File: config.mk
export PLATFORM = sky130hd
export DESIGN_NAME = zcash_fpga_rpl_arb
export DESIGN_NICKNAME = d
export VERILOG_FILES = /design/src/rtl/zcash_fpga_pkg.sv /design/src/rtl/zcash_fpga_rpl_arb_rr_pick.sv /design/src/rtl/zcash_fpga_rpl_arb.sv
export SDC_FILE = /design/constraint.sdc
export NUM_CORES = 1
export LEC_CHECK = 0
export ABC_AREA = 1
export CAP_MARGIN = 20
export CORE_AREA = 2 2 153 155
export CTS_CLUSTER_SIZE = 8
export DETAILED_ROUTE_END_ITERATION = 8
export DIE_AREA = 0 0 155 157
export DONT_BUFFER_PORTS = 1
export HOLD_SLACK_MARGIN = 0.12
export PLACE_DENSITY_LB_ADDON = 0.2
export SETUP_SLACK_MARGIN = 0.05
export SLEW_MARGIN = 10
export SYNTH_ARGS = -nofsm -noshare
export SYNTH_HDL_FRONTEND = slang
export SYNTH_SLANG_ARGS = --single-unit
File: constraint.sdc
create_clock -name i_clk -period 6.6 [get_ports i_clk]
set_input_delay 0.66 -clock i_clk [delete_from_list [all_inputs] [get_ports i_clk]]
set_output_delay 0.66 -clock i_clk [all_outputs]
set_load 0.05 [all_outputs]
File: src/rtl/zcash_fpga_pkg.sv
// zcash_fpga_pkg: shared command/reply encodings, packet header and arbiter state
package zcash_fpga_pkg;
  typedef enum logic [31:0] {
    RESET_FPGA               = 32'h0000_0000,
    FPGA_STATUS              = 32'h0000_0001,
    VERIFY_EQUIHASH          = 32'h0000_0100,
    VERIFY_SECP256K1_SIG     = 32'h0000_0101,
    RESET_FPGA_RPL           = 32'h8000_0000,
    FPGA_STATUS_RPL          = 32'h8000_0001,
    FPGA_IGNORE_RPL          = 32'h8000_0002,
    VERIFY_EQUIHASH_RPL      = 32'h8000_0100,
    VERIFY_SECP256K1_SIG_RPL = 32'h8000_0101,
    BLS12_381_INTERRUPT_RPL  = 32'h8000_0200
  } command_t;
  typedef struct packed {
    logic [31:0] len;
    command_t    cmd;
  } header_t;
  localparam int LEN_LSB = $bits(command_t);
  localparam int RESET_FPGA_RPL_LEN = 8;
  localparam int FPGA_STATUS_RPL_LEN = 37;
  typedef enum logic {ARB_IDLE, ARB_XFER} arb_state_t;
endpackage

File: src/rtl/zcash_fpga_rpl_arb_rr_pick.sv
// rr_pick: combinational round-robin pick of the first request at or after ptr
module rr_pick #(
  parameter int N = 4,
  localparam int PW = N > 1 ? $clog2(N) : 1
) (
  input  logic [N-1:0]  req,
  input  logic [PW-1:0] ptr,
  output logic [PW-1:0] idx,
  output logic          any
);
  logic [N-1:0] rot;
  assign rot = N'({req, req} >> ptr);
  // lowest set bit of the rotated vector is the winner; map it back to a source index
  always_comb begin
    idx = '0;
    any = 1'b0;
    for (int i = N - 1; i >= 0; i--)
      if (rot[i]) begin
        any = 1'b1;
        idx = PW'((32'(ptr) + 32'(i)) % N);
      end
  end
endmodule

File: src/rtl/zcash_fpga_rpl_arb.sv
// zcash_fpga_rpl_arb: round-robin merge of per-source reply packets into one host-bound stream
module zcash_fpga_rpl_arb
  import zcash_fpga_pkg::*;
#(
  parameter int NUM_SRC = 4,
  parameter int DAT_BYTS = 8,
  localparam int MOD_BITS = $clog2(DAT_BYTS),
  localparam int PW = NUM_SRC > 1 ? $clog2(NUM_SRC) : 1
) (
  input  logic                               i_clk,
  input  logic                               i_rst,
  input  logic [NUM_SRC-1:0]                 i_val,
  input  logic [NUM_SRC-1:0][DAT_BYTS*8-1:0] i_dat,
  input  logic [NUM_SRC-1:0]                 i_sop,
  input  logic [NUM_SRC-1:0]                 i_eop,
  input  logic [NUM_SRC-1:0][MOD_BITS-1:0]   i_mod,
  output logic [NUM_SRC-1:0]                 o_rdy,
  output logic                               o_val,
  output logic [DAT_BYTS*8-1:0]              o_dat,
  output logic                               o_sop,
  output logic                               o_eop,
  output logic [MOD_BITS-1:0]                o_mod,
  input  logic                               i_rdy,
  output logic                               o_len_err,
  output logic [31:0]                        o_pkt_cnt
);
  arb_state_t state_q, state_d;
  logic [PW-1:0] grant_q, grant_d, rr_q, rr_d, pick_idx;
  logic pick_any, xfer, out_free, acc, sop, eop, err, err_done_q, err_done_d;
  logic [31:0] hdr_len, exp_new, exp_cur, idx, cnt_q, cnt_d, exp_q, exp_d, pkt_q, pkt_d;
  logic val_q, val_d, sop_q, sop_d, eop_q, eop_d, len_err_q, len_err_d;
  logic [DAT_BYTS*8-1:0] dat_q, dat_d;
  logic [MOD_BITS-1:0] mod_q, mod_d;

  rr_pick #(.N(NUM_SRC)) u_pick (
    .req(i_val & i_sop),
    .ptr(rr_q),
    .idx(pick_idx),
    .any(pick_any)
  );

  // grant handshake, header length tracking and next-state of the output register
  always_comb begin
    xfer = state_q == ARB_XFER;
    out_free = !val_q || i_rdy;
    o_rdy = (xfer && out_free && !i_rst) ? (NUM_SRC'(1) << grant_q) : '0;
    acc = |(o_rdy & i_val);
    sop = i_sop[grant_q];
    eop = i_eop[grant_q];
    hdr_len = i_dat[grant_q][LEN_LSB +: 32];
    exp_new = hdr_len == '0 ? 32'd1 : 32'((33'(hdr_len) + 33'(DAT_BYTS - 1)) >> MOD_BITS);
    idx = sop ? '0 : cnt_q;
    exp_cur = sop ? exp_new : exp_q;
    err = acc && (eop != (idx == exp_cur - 32'd1)) && (sop || !err_done_q);
    cnt_d = acc ? (eop ? '0 : idx + 32'd1) : cnt_q;
    exp_d = (acc && sop) ? exp_new : exp_q;
    err_done_d = acc ? (!eop && (err || (!sop && err_done_q))) : err_done_q;
    state_d = xfer ? ((acc && eop) ? ARB_IDLE : ARB_XFER) : (pick_any ? ARB_XFER : ARB_IDLE);
    grant_d = (!xfer && pick_any) ? pick_idx : grant_q;
    rr_d = (acc && eop) ? (grant_q == PW'(NUM_SRC - 1) ? '0 : grant_q + 1'b1) : rr_q;
    val_d = out_free ? acc : val_q;
    dat_d = acc ? i_dat[grant_q] : dat_q;
    sop_d = acc ? sop : sop_q;
    eop_d = acc ? eop : eop_q;
    mod_d = acc ? i_mod[grant_q] : mod_q;
    len_err_d = err;
    pkt_d = pkt_q + 32'(acc && eop);
  end

  // arbiter FSM and registered output stream
  always_ff @(posedge i_clk)
    if (i_rst) begin
      state_q <= ARB_IDLE;
      grant_q <= '0;
      rr_q <= '0;
      cnt_q <= '0;
      exp_q <= '0;
      err_done_q <= 1'b0;
      val_q <= 1'b0;
      dat_q <= '0;
      sop_q <= 1'b0;
      eop_q <= 1'b0;
      mod_q <= '0;
      len_err_q <= 1'b0;
      pkt_q <= '0;
    end else begin
      state_q <= state_d;
      grant_q <= grant_d;
      rr_q <= rr_d;
      cnt_q <= cnt_d;
      exp_q <= exp_d;
      err_done_q <= err_done_d;
      val_q <= val_d;
      dat_q <= dat_d;
      sop_q <= sop_d;
      eop_q <= eop_d;
      mod_q <= mod_d;
      len_err_q <= len_err_d;
      pkt_q <= pkt_d;
    end

  assign o_val = val_q;
  assign o_dat = dat_q;
  assign o_sop = sop_q;
  assign o_eop = eop_q;
  assign o_mod = mod_q;
  assign o_len_err = len_err_q;
  assign o_pkt_cnt = pkt_q;
endmodule
## Yosys cells after proc, flatten, opt, wreduce, memory -nomap -nowiden

Cells that the tools add are included.

| storage, ports and cells | value |
|---|---|
| word-level logic and storage cells | 74 |
| input bits | 283 |
| bits in registers | 173 |
| output and inout bits | 107 |

| operators by class | value |
|---|---|
| mux-type cells | 25 |
| shift operators | 2 |
| reduce and logical (&&, ||, !) cells | 20 |
| $lt $le $gt $ge | 1 |
| bitwise operators | 2 |
| eq/ne operators | 3 |
| add/sub/neg operators | 8 |

Operator list:

| operator | count |
|---|---|
| $bmux 64 s2 | 1 |
| $mux 32 | 3 |
| $mux 64 | 1 |
| $add 32x3->33 const B | 1 |
| $add 32x1->32 | 1 |
| $add 32x1->32 const B | 1 |
| $eq 32x32->1 | 1 |
| $logic_not 32->1 | 1 |
| $sub 32x1->32 const B | 1 |
| $mux 30 | 1 |
| $mux 2 | 5 |
| $logic_and 1x1->1 | 9 |
| $mux 1 | 9 |
| $and 4x4->4 | 2 |
| $shr 8x2->4 | 1 |
| $bmux 3 s2 | 1 |
| $logic_not 1->1 | 6 |
| $add 2x1->2 const B | 2 |
| $add 2x2->2 const B | 2 |
| $bmux 1 s2 | 2 |
| $mux 4 | 1 |
| $reduce_or 4->1 | 1 |
| $shl 1x2->4 const A | 1 |
| $logic_or 1x1->1 | 3 |
| other kinds (4) | 4 |

## Longest topological paths before layout

Gate-level depths: netlist (run 1).

| logic depth | value |
|---|---|
| depth in word-level cells | 12 |
| gate-level depth with buffers | 37 |
| gate-level depth less buffers | 33 |

## Cells and area by module

From an unflattened synthesis (run 1), not the netlist that was laid out.

| unflattened totals | value |
|---|---|
| cells, all modules | 2,365 |
| area total of the unflattened synthesis | 13,421.6 um^2 |

By module, submodules not included:

| module | times used | area each (um^2) | cells an instance | sequential area each (um^2) |
|---|---|---|---|---|
| zcash_fpga_rpl_arb | 1 | 13,171.4 | 2,316 | 3,423.3 |
| rr_pick | 1 | 250.2 | 49 | 0.0 |

## Least setup slack after synthesis (run 1)

OpenSTA, ideal clock, no wires.

| path | value |
|---|---|
| path type | register to register |
| start | register grant_q[0] |
| end | register pkt_q[30], in the netlist o_pkt_cnt[30] |
| cell stages (with the launch flop) | 38 |
| arrival time | 5,692 ps |
| period minus slack after synthesis | 5,750 ps |
| required time | 6,542 ps |
| slack | 850 ps |
| setup time | 58 ps |
| path buffers | 6 |
| cells stage by stage | dfxtp_1 buf_6 inv_6 buf_8 buf_6 clkbuf_1 clkbuf_1 ha_1 inv_1 nor2_1 nand2_1 nand4_1 inv_1 buf_4 nor2_1 ha_1 ha_1 nand2_1 (+2 left out) nor2_1 nand3_1 nor4_2 nand2_1 nor2_2 nand2_1 nor2_2 nand2_1 nor2_2 nand2_1 nor2_1 nand2_1 nor2_2 nand4_1 nor2_2 nand3_1 a21oi_1 o21a_1 |

| on the way | value |
|---|---|
| longest elaborated chain between the ends | 6 |
| elaborated cells on any way between the ends | 8 |
| classes of those cells | add/sub: 1; shift: 1; mux: 3; bitwise: 1; reduce/logical: 2 |

RTL lines:

| what | RTL line | RTL |
|---|---|---|
| start, declared | zcash_fpga_rpl_arb.sv:28 | `logic [PW-1:0] grant_q, grant_d, rr_q, rr_d, pick_idx;` |
| start signal, assigned | zcash_fpga_rpl_arb.sv:88 | `grant_q <= grant_d;` |
| $shl 1x2->4 | zcash_fpga_rpl_arb.sv:46 | `o_rdy = (xfer && out_free && !i_rst) ? (NUM_SRC'(1) << grant_q) : '0;` |
| $mux 4 | zcash_fpga_rpl_arb.sv:46 |  |
| net o_rdy[2] | zcash_fpga_rpl_arb.sv:17 | `output logic [NUM_SRC-1:0] o_rdy,` |
| $and 4x4->4 | zcash_fpga_rpl_arb.sv:47 | `acc = \|(o_rdy & i_val);` |
| $reduce_or 4->1 | zcash_fpga_rpl_arb.sv:47 |  |
| $logic_and 1x1->1 | zcash_fpga_rpl_arb.sv:67 | `pkt_d = pkt_q + 32'(acc && eop);` |
| $add 32x1->32 | zcash_fpga_rpl_arb.sv:67 |  |
| end signal, assigned | zcash_fpga_rpl_arb.sv:99 | `pkt_q <= pkt_d;` |
| end, declared | zcash_fpga_rpl_arb.sv:30 | `logic [31:0] hdr_len, exp_new, exp_cur, idx, cnt_q, cnt_d, exp_q, exp_d, pkt_q, pkt_d;` |

The timed path passes the listed nets, and every way through them passes these cells. The select of a mux whose other input is x is not followed.
A chain may end at the register's enable or synchronous reset.

## Worst setup path in the final report (run 1)

| path | value |
|---|---|
| start | register grant_q[0] |
| end | register pkt_q[30], in the netlist o_pkt_cnt[30] |

| on the way | value |
|---|---|
| longest elaborated chain between the ends | 6 |
| elaborated cells on any way between the ends | 8 |
| classes of those cells | add/sub: 1; shift: 1; mux: 3; bitwise: 1; reduce/logical: 2 |

RTL lines:

| what | RTL line |
|---|---|
| $shl 1x2->4 | zcash_fpga_rpl_arb.sv:46 |
| $mux 4 | zcash_fpga_rpl_arb.sv:46 |
| $and 4x4->4 | zcash_fpga_rpl_arb.sv:47 |
| $reduce_or 4->1 | zcash_fpga_rpl_arb.sv:47 |
| $logic_and 1x1->1 (*) | zcash_fpga_rpl_arb.sv:67 |
| $add 32x1->32 (*) | zcash_fpga_rpl_arb.sv:67 |

Every way passes the cells marked *; elsewhere a longest branch is shown, timed or not. The select of a mux whose other input is x is not followed.

==> results of run 1 <==
## stage by stage
stage	util [%]	hold slack [ns]	instances	setup slack, ns
finish	60.8	0.303	2484	1.22
global route	60.8	0.286	2484	0.508
CTS	60.8	0.287	2484	1.25
detailed placement	58.2	0.449	2452	1.30
global placement	58.2	0.446	2452	1.47
floorplan	-	0.444	2259	0.850
## per-layer routing
layer	routed length (µm)	share of wire (%)	vias to the layer above	global-route usage, %
met4	1240	2.7	0	11.9
met5	0	0	-	0
met3	5450	12	91	13.7
met2	20700	46	620	60.5
met1	18100	40	6550	43.7
li1	-	-	7181	-
## cells in the mapped netlist, drive strengths merged (12+ instances only)
library cell  instances  share of area [%]
a21oi               121                4.6
a31oi                33                1.6
buf                  46                2.8
clkbuf               60                1.7
dfxtp               171                 26
inv                 183                5.2
nand2               692                 21
nand3               199                8.3
nand3b               12               0.68
nand4                24                1.2
nor2                399                 13
nor3                 31                1.4
o21ai               205                7.8
or2                  28                1.3
## sequential cells by signal, indices dropped and copies added, names as in the netlist
name        flops
rr_q            2
state_q         1
o_eop           1
exp_q          30
o_len_err       1
o_mod           3
o_val           1
cnt_q          32
err_done_q      1
grant_q         2
o_pkt_cnt      32
o_sop           1
o_dat          64
## path summary, 6_finish.rpt
check                           startpoint  cells after the start             to  slack, ns
worst min-delay path                 i_rst                      1      o_dat[30]       0.30
worst max register to register  grant_q[0]                     31  o_pkt_cnt[30]       1.22
worst max-delay path            grant_q[0]                     31  o_pkt_cnt[30]       1.22
worst min register to register    cnt_q[0]                      2       cnt_q[0]       0.46
## worst max-delay path, delay by kind of cell, from the launching register on
family                     cells  cell delay [ns]
AOI/OAI and AO/OA              2             0.28
DFF                            1             0.84
and+or+nand+nor               23             3.12
adders and majority gates      3             0.70
buffers and inverters          3             0.38
## cells in the final DEF (no fill, tap or decap), types with 8 or more instances in the layout
cell type and count:
a21oi_1 121, a31oi_1 33, buf_4 15, clkbuf_16 17, dfxtp_1 169, ha_1 8, inv_1 165, inv_2 17
nand2_1 648, nand2_2 38, nand3_1 181, nand3_2 16, nand3b_1 12, nand4_1 23, nor2_1 336, nor2_2 45
nor2_4 17, nor3_1 27, o21ai_0 200, or2_2 25, xor2_1 9
## cells by family after synthesis
family / Yosys count / synth area share, %
flip-flops: 171 / 25.9
buffers and inverters: 291 / 9.83
adder cells (fa/ha/maj): 8 / 0.757
AND/OR/NAND/NOR: 1392 / 47.2
AO/OA/AOI/OAI: 383 / 15.4
XOR/XNOR: 14 / 0.927
## area by class of cell
class	count	area (µm²)
Fill cell	2244	8810
Multi-Input combinational cell	1797	8510
Sequential cell	171	3430
Inverter	184	696
Clock buffer	18	439
Tap cell	285	357
Clock inverter	14	146
Timing Repair Buffer	15	113
## power by group through the flow
stage | Clock [mW] | Combinational (mW) | Sequential [mW]
floorplan | 0 | 3.66 | 1.77
global route | 1.06 | 4.94 | 1.99
global placement | 0 | 4.27 | 1.97
detailed placement | 0 | 4.33 | 1.98
finish | 1.01 | 4.41 | 1.98
CTS | 1.02 | 4.36 | 1.96
==> results.sh, run 1 <==
export IMPL_status="finished clean"
export IMPL_grt_pass1_vias=13116
export IMPL_worst_path_max_fanout=75
export IMPL_fin_total_pwr_mw=7.40
export IMPL_synth_seq_cells=171
export IMPL_slew_viol_final=0
export IMPL_numCtsBuffers=17
export IMPL_max_stage_delay_ns=0.84
export IMPL_synth_cells=2259
export IMPL_grt_first_pass_wirelength_um=69800
export IMPL_synth_edf_count=0
export IMPL_initial_core_util_pct=58.8
export IMPL_slew_headroom_pct=42.4
export IMPL_max_clock_freq_mhz=186
export IMPL_hold_buffers=0
export IMPL_cp_required_ns=7.00
export IMPL_rsz0062_at_grt="false"
export IMPL_antennaDiodeCount=0
export IMPL_drcViolationCount=0
export IMPL_die_w_um=155
export IMPL_fp_dieArea_mm2=0.0243
export IMPL_vias=14442
export IMPL_gp_congestion=0.975
export IMPL_grt_max_degree=101
export IMPL_finalCritPeriodShare_pct=81.5
export IMPL_hold_viol=0
export IMPL_drt_iter0_markers=1149
export IMPL_powerDensity_mw_per_mm2=541
export IMPL_ir_worst_vdd_uv=367
export IMPL_drt_total_wl_um=45400
export IMPL_area_growth_pct=3.50
export IMPL_p_leak_nw=5.71
export IMPL_worst_path_max_delay_cell="dfxtp_4"
export IMPL_placed_cell_area_mm2=0.0131
export IMPL_syn_avg_cell_area_um2=5.85
export IMPL_worst_pin_slew_ns=0.865
export IMPL_place_port_buffers=0
export IMPL_worst_path_most_repeated_cell="nand2_1"
export IMPL_clock_sinks=171
export IMPL_async_flop_share_pct=0
export IMPL_clkPwrFrac_pct=13.7
export IMPL_antenna_left=0
export IMPL_post_cts_buffers=0
export IMPL_fin_skew_ns=0.0157
export IMPL_core_mm2=0.0225
export IMPL_fin_area_mm2=0.0137
export IMPL_io_pins=390
export IMPL_drv_cap=0
export IMPL_yosys_most_used_dff="dfxtp_1"
export IMPL_cts_resized=0
export IMPL_antenna_found_initial=2
export IMPL_p_sw_mw=4.39
export IMPL_clock_latency_ns=0.44
export IMPL_swShare_pct=59.3
export IMPL_track_usage_pct=36.5
export IMPL_rows=55
export IMPL_seq_power_share_pct=26.7
export IMPL_ys_seq_area_share_pct=25.9
export IMPL_grt_ovfl_total=0
export IMPL_startpoint_type="flip-flop"
export IMPL_tns_ns=0
export IMPL_layout_min_cycle_time_ns=5.38
export IMPL_synth_distinct_cells=52
export IMPL_synth_warnings=0
export IMPL_wl_per_cell_um=18.3
export IMPL_clockRootBuffer="clkbuf_16"
export IMPL_power_internal_mw=3.01
export IMPL_clk_pin_slew_ns=0.08
export IMPL_tritoncts="done"
export IMPL_die_height_um=157
export IMPL_share_comb_of_total_power_pct=59.6
export IMPL_via_per_inst=5.81
export IMPL_cts_htree_levels=4
export IMPL_worstSetupPathType="reg2reg"
export IMPL_crit_arrival_ns=5.78
export IMPL_first_pass_iters=5
export IMPL_hp_class="in2reg"
export IMPL_synthesis_area_mm2=0.0132
export IMPL_drive_gt1_share_pct=10.2
export IMPL_layout_nets=2477
export IMPL_setup_viol=0
export IMPL_synth_fp_nets=2550
export IMPL_setup_worst_path_end_class="flip-flop"
export IMPL_cts_max_path_buffers=2
export IMPL_dp_hpwl_um=35200
Power figures use the tool's default switching activity.
==> run 2, diff against run 1 <==
==> constraint.sdc (replaced) <==
create_clock -name i_clk -period 5.53 [get_ports i_clk]
set_input_delay 0.553 -clock i_clk [delete_from_list [all_inputs] [get_ports i_clk]]
set_output_delay 0.553 -clock i_clk [all_outputs]
set_load 0.05 [all_outputs]
==> run 2 against run 1 <==
Against the previous run:
- total power rose by 22%
- fmax rose by 11%
- global-route usage rose by 1.7 points
- sequential cell count did not move
- core utilization rose by 0.59 points
- sequential power rose by 18%
- final area rose by 0.97%
- hold slack got worse by 0.13 ns
- non-clock buffer count rose by 5
- register-to-register slack got worse by 0.53 ns
- largest power group unchanged
==> results.sh, run 2 (synthesized netlist as in run 1, its figures left out) <==
export IMPL_cp_required_ns=5.92
export IMPL_die_w_um=155
export IMPL_drive_gt1_share_pct=10.6
export IMPL_crit_family="simple AND/OR/NAND/NOR gates"
export IMPL_worst_pin_slew_ns=1.10
export IMPL_layout_commonest_cell="nand2_1"
export IMPL_rows=55
export IMPL_area_growth_pct=4.50
export IMPL_power_internal_mw=3.68
export IMPL_seq_power_share_pct=25.9
export IMPL_setup_viol=0
export IMPL_cts_htree_levels=4
export IMPL_grt_ovfl_total=0
export IMPL_share_comb_of_total_power_pct=60.1
export IMPL_die_height_um=157
export IMPL_vias=14415
export IMPL_core_mm2=0.0225
export IMPL_drv_cap=0
export IMPL_fp_dieArea_mm2=0.0243
export IMPL_grt_max_degree=125
export IMPL_clk_pin_slew_ns=0.08
export IMPL_grt_first_pass_wirelength_um=72500
export IMPL_drcViolationCount=0
export IMPL_numCtsBuffers=17
export IMPL_critical_path_depth=29
export IMPL_n_fill_cell=2218
export IMPL_drt_iter0_markers=1291
export IMPL_powerDensity_mw_per_mm2=653
export IMPL_place_port_buffers=0
export IMPL_hold_viol=0
export IMPL_max_stage_delay_ns=0.47
export IMPL_tns_ns=0
export IMPL_reg2reg_depth=29
export IMPL_multiInputGateArea_mm2=0.00854
export IMPL_max_clock_freq_mhz=207
export IMPL_rsz0062_at_grt="false"
export IMPL_layout_nets=2482
export IMPL_gp_congestion=1.02
export IMPL_clock_sinks=171
export IMPL_initial_core_util_pct=58.8
export IMPL_clock_latency_ns=0.45
export IMPL_slew_viol_final=0
export IMPL_io_pins=390
export IMPL_r2r_setup_slack_ns=0.69
export IMPL_antenna_left=0
export IMPL_p_sw_mw=5.34
export IMPL_p_leak_nw=5.77
export IMPL_grt_pass1_vias=13133
export IMPL_status="finished clean"
export IMPL_layout_min_cycle_time_ns=4.84
export IMPL_hp_class="in2reg"
export IMPL_wl_per_cell_um=18.8
export IMPL_clockRootBuffer="clkbuf_16"
export IMPL_fin_skew_ns=0.00945
export IMPL_setup_worst_path_end_class="flip-flop"
export IMPL_startpoint_type="flip-flop"
export IMPL_antenna_found_initial=5
export IMPL_first_pass_iters=5
export IMPL_hold_slack_ns=0.174
export IMPL_tritoncts="done"
export IMPL_dp_hpwl_um=36700
export IMPL_swShare_pct=59.2
export IMPL_via_per_inst=5.78
export IMPL_layout_common_cells="nand2_1, nor2_1, o21ai_0"
export IMPL_track_usage_pct=38.2
export IMPL_path_buf_inv=3
export IMPL_drt_total_wl_um=46900
export IMPL_crit_arrival_ns=5.23
export IMPL_worst_path_max_delay_cell="dfxtp_4"
export IMPL_worst_path_max_fanout=50
export IMPL_worstSetupPathType="reg2reg"
export IMPL_slew_headroom_pct=26.7
export IMPL_ir_worst_vdd_uv=454
export IMPL_finalCritPeriodShare_pct=87.5
export IMPL_regArea_mm2=0.00343
export IMPL_largest_reg_flops=64
export IMPL_hold_depth=1
export IMPL_cts_max_path_buffers=2
export IMPL_clkPwrFrac_pct=14.1
-- run 2: changes by cell type in the layout (fill, tap and decap cells not counted), sizes merged --
cell / before / now
buf: 15 / 20
bufinv: 0 / 1
clkbuf: 18 / 17
clkinv: 8 / 5
clkinvlp: 0 / 2
diode: 0 / 4
inv: 190 / 191
-- run 2: cell type report --
| cell class | count | share of cell area [%] |
|---|---|---|
| well taps | 285 | 2.58 |
| repair buffers | 20 | 1.18 |
| clock buffers | 17 | 3.08 |
| inverters | 184 | 5.11 |
| flip-flops and latches | 171 | 24.8 |
| multi-input cells | 1797 | 61.8 |
| diodes | 4 | 0.0724 |
| clock inverters | 15 | 1.39 |
-- run 2: metal layers --
layer,up-vias,track usage [%],share of wire [%]
met3,86,16.7,13
met2,609,61.9,45
met1,6536,45.6,40
met4,0,12.2,2.7
li1,7184,-,-
met5,-,0,0
-- run 2: worst reg2reg max path, delay by kind of cell, from the launching register on --
| family | cells | cell delay [ns] |
|---|---|---|
| compound gates | 3 | 0.60 |
| flops | 1 | 0.47 |
| simple gates | 21 | 2.87 |
| buf+inv | 3 | 0.47 |
| fa+ha+maj | 2 | 0.37 |
-- run 2: stage by stage --
step | total power [mW] | worst slack (ns) | util (%) | instances | instance area (µm²)
detailed placement | 7.62 | 0.548 | 58.5 | 2457 | 13200
CTS | 8.91 | 0.497 | 61.3 | 2489 | 13800
finish | 9.02 | 0.691 | 61.4 | 2493 | 13800
global placement | 7.55 | 0.815 | 58.5 | 2457 | 13200
floorplan | 6.49 | 0.106 | - | 2259 | 13200
global route | 9.73 | 0.116 | 61.4 | 2493 | 13800
-- run 2: final timing paths --
kind,startpoint,endpoint
min,i_rst,o_dat[1]
max,grant_q[0],o_pkt_cnt[30]
min reg2reg,cnt_q[0],cnt_q[0]
max reg2reg,grant_q[0],o_pkt_cnt[30]
-- run 2: repair_timing --
item	in CTS	in global routing
gates resized for setup	0	5
hold buffers	0	0
setup endpoints to repair	0	1
buffers inserted	0	0
-- run 2: power by group through the flow --
| stage | clock network (mW) | logic [mW] | registers, mW |
|---|---|---|---|
| after global routing | 1.34 | 6.04 | 2.35 |
| after detailed placement | 0 | 5.30 | 2.32 |
| final | 1.27 | 5.42 | 2.33 |
| after global placement | 0 | 5.23 | 2.32 |
| after CTS | 1.28 | 5.33 | 2.30 |
| after floorplan | 0 | 4.38 | 2.11 |
==> run 3, diff against run 2 <==
--- a/config.mk
+++ b/config.mk
@@ -14,6 +14,7 @@
 export DONT_BUFFER_PORTS = 1
 export HOLD_SLACK_MARGIN = 0.12
 export PLACE_DENSITY_LB_ADDON = 0.2
+export RECOVER_POWER = 50
 export SETUP_SLACK_MARGIN = 0.05
 export SLEW_MARGIN = 10
 export SYNTH_ARGS = -nofsm -noshare
==> run 3 against run 2 <==
Against the previous run:
- the flow now finishes with violations (max-capacitance violations, max-slew violations)
- largest cell class unchanged
- core utilization fell by 0.14 points
- sequential cell count did not move
- highest routed layer unchanged
- hold slack improved by 0.00064 ns
- register-to-register slack got worse by 0.04 ns
- non-clock buffer count did not move
- worst setup slack got worse by 0.040 ns
- fmax fell by 0.82%
- clock skew fell by 0.0017 ns
- critical path type unchanged
- via count fell by 0.17%
- total power barely moved
- final area fell by 0.23%
- sequential power barely moved
==> results.sh, run 3 (synthesized netlist as in run 1, its figures left out) <==
export IMPL_status="finished with violations"
export IMPL_violations="max-capacitance violations, max-slew violations"
export IMPL_tns_ns=0
export IMPL_dp_hpwl_um=36700
export IMPL_largest_reg_flops=64
export IMPL_startpoint_type="flip-flop"
export IMPL_wl_per_cell_um=18.9
export IMPL_cp_required_ns=5.92
export IMPL_layout_common_cells="nand2_1, nor2_1, o21ai_0"
export IMPL_fin_skew_ns=0.00778
export IMPL_max_clock_freq_mhz=205
export IMPL_tritoncts="done"
export IMPL_setup_viol=0
export IMPL_hold_slack_ns=0.174
export IMPL_fp_dieArea_mm2=0.0243
export IMPL_drt_total_wl_um=47000
export IMPL_slew_headroom_pct=-41.7
export IMPL_p_leak_nw=5.74
export IMPL_antenna_left=0
export IMPL_antenna_found_initial=5
export IMPL_drive_gt1_share_pct=10.3
export IMPL_numCtsBuffers=17
export IMPL_worst_path_most_repeated_cell="nand2_1"
export IMPL_setup_worst_path_end_class="flip-flop"
export IMPL_clk_pin_slew_ns=0.08
export IMPL_drt_iter0_markers=1227
export IMPL_max_stage_delay_ns=0.47
export IMPL_crit_arrival_ns=5.27
export IMPL_hp_class="in2reg"
export IMPL_worstSetupPathType="reg2reg"
export IMPL_die_height_um=157
export IMPL_clock_latency_ns=0.45
export IMPL_layout_nets=2482
export IMPL_hold_viol=0
export IMPL_hold_buffers=0
export IMPL_drv_cap=3
export IMPL_worst_path_max_delay_cell="dfxtp_4"
export IMPL_ir_worst_vdd_uv=459
export IMPL_layout_min_cycle_time_ns=4.88
export IMPL_place_port_buffers=0
export IMPL_clock_sinks=171
export IMPL_grt_first_pass_wirelength_um=72500
export IMPL_via_per_inst=5.77
export IMPL_rsz0062_at_grt="false"
export IMPL_powerDensity_mw_per_mm2=654
export IMPL_slew_viol_final=196
export IMPL_grt_pass1_vias=13133
export IMPL_drcViolationCount=0
export IMPL_cts_htree_levels=4
export IMPL_finalCritPeriodShare_pct=88.2
export IMPL_clockRootBuffer="clkbuf_16"
export IMPL_layout_commonest_cell="nand2_1"
export IMPL_io_pins=390
export IMPL_gp_congestion=1.02
export IMPL_cts_max_path_buffers=2
export IMPL_core_mm2=0.0225
export IMPL_worst_path_max_fanout=50
export IMPL_vias=14390
export IMPL_grt_max_degree=125
export IMPL_track_usage_pct=38.2
export IMPL_grt_ovfl_total=0
export IMPL_die_w_um=155
export IMPL_initial_core_util_pct=58.8
export IMPL_area_growth_pct=4.27
export IMPL_rows=55
export IMPL_worst_pin_slew_ns=2.13
export IMPL_first_pass_iters=8
==> run 3: cell count changes in the layout (fill, tap and decap cells not counted), sizes merged <==
cell	previous run	this run
buf	20	12
clkbuf	17	25
==> run 3: layout make-up <==
cell class	instances	area [µm²]
Fill cell	2228	8710
Multi-Input combinational cell	1797	8530
Sequential cell	171	3430
Inverter	184	707
Clock buffer	17	425
Tap cell	285	357
Clock inverter	15	193
Timing Repair Buffer	20	134
Antenna cell	4	10.0
==> run 3: per-stage QoR <==
stage / utilization [%] / area, µm² / setup WS (ns) / instances / total power [mW]
after floorplan: - / 13200 / 0.106 / 2259 / 6.49
after global placement: 58.5 / 13200 / 0.815 / 2457 / 7.55
after detailed placement: 58.5 / 13200 / 0.548 / 2457 / 7.62
after CTS: 61.3 / 13800 / 0.497 / 2489 / 8.91
after global routing: 61.3 / 13800 / 0.0647 / 2493 / 9.72
final: 61.3 / 13800 / 0.651 / 2493 / 9.01
==> run 3: worst paths after layout <==
kind         slack (ns)       endpoint  depth (start not counted)       start
min                0.17       o_dat[1]                          1       i_rst
max                0.65  o_pkt_cnt[30]                         29  grant_q[0]
max reg2reg        0.65  o_pkt_cnt[30]                         29  grant_q[0]
min reg2reg        0.46       cnt_q[9]                          2    cnt_q[9]
==> run 3: timing repair <==
action                                  in CTS  in global routing
resized for setup                            0                  5
buffers inserted                             0                  0
endpoints found under the setup margin       0                  1
==> run 3: routing by layer <==
metal	global-route usage (%)	share of wire, %	up-vias
met5	0	0	-
met4	12.2	2.7	0
met3	16.7	12	89
met2	61.9	45	591
met1	45.6	40	6528
li1	-	-	7182
==> run 3: power by group <==
| part | total [mW] | switching (mW) | internal, mW |
|---|---|---|---|
| clock network | 1.27 | 0.618 | 0.655 |
| logic | 5.41 | 3.85 | 1.56 |
| registers | 2.33 | 0.874 | 1.46 |
==> run 3: worst max-delay path, delay by kind of cell (launching register included) <==
family          cells  cell delay (ns)
buf+inv             3             0.45
simple gates       21             2.91
flops               1             0.47
fa+ha+maj           2             0.37
compound gates      3             0.59
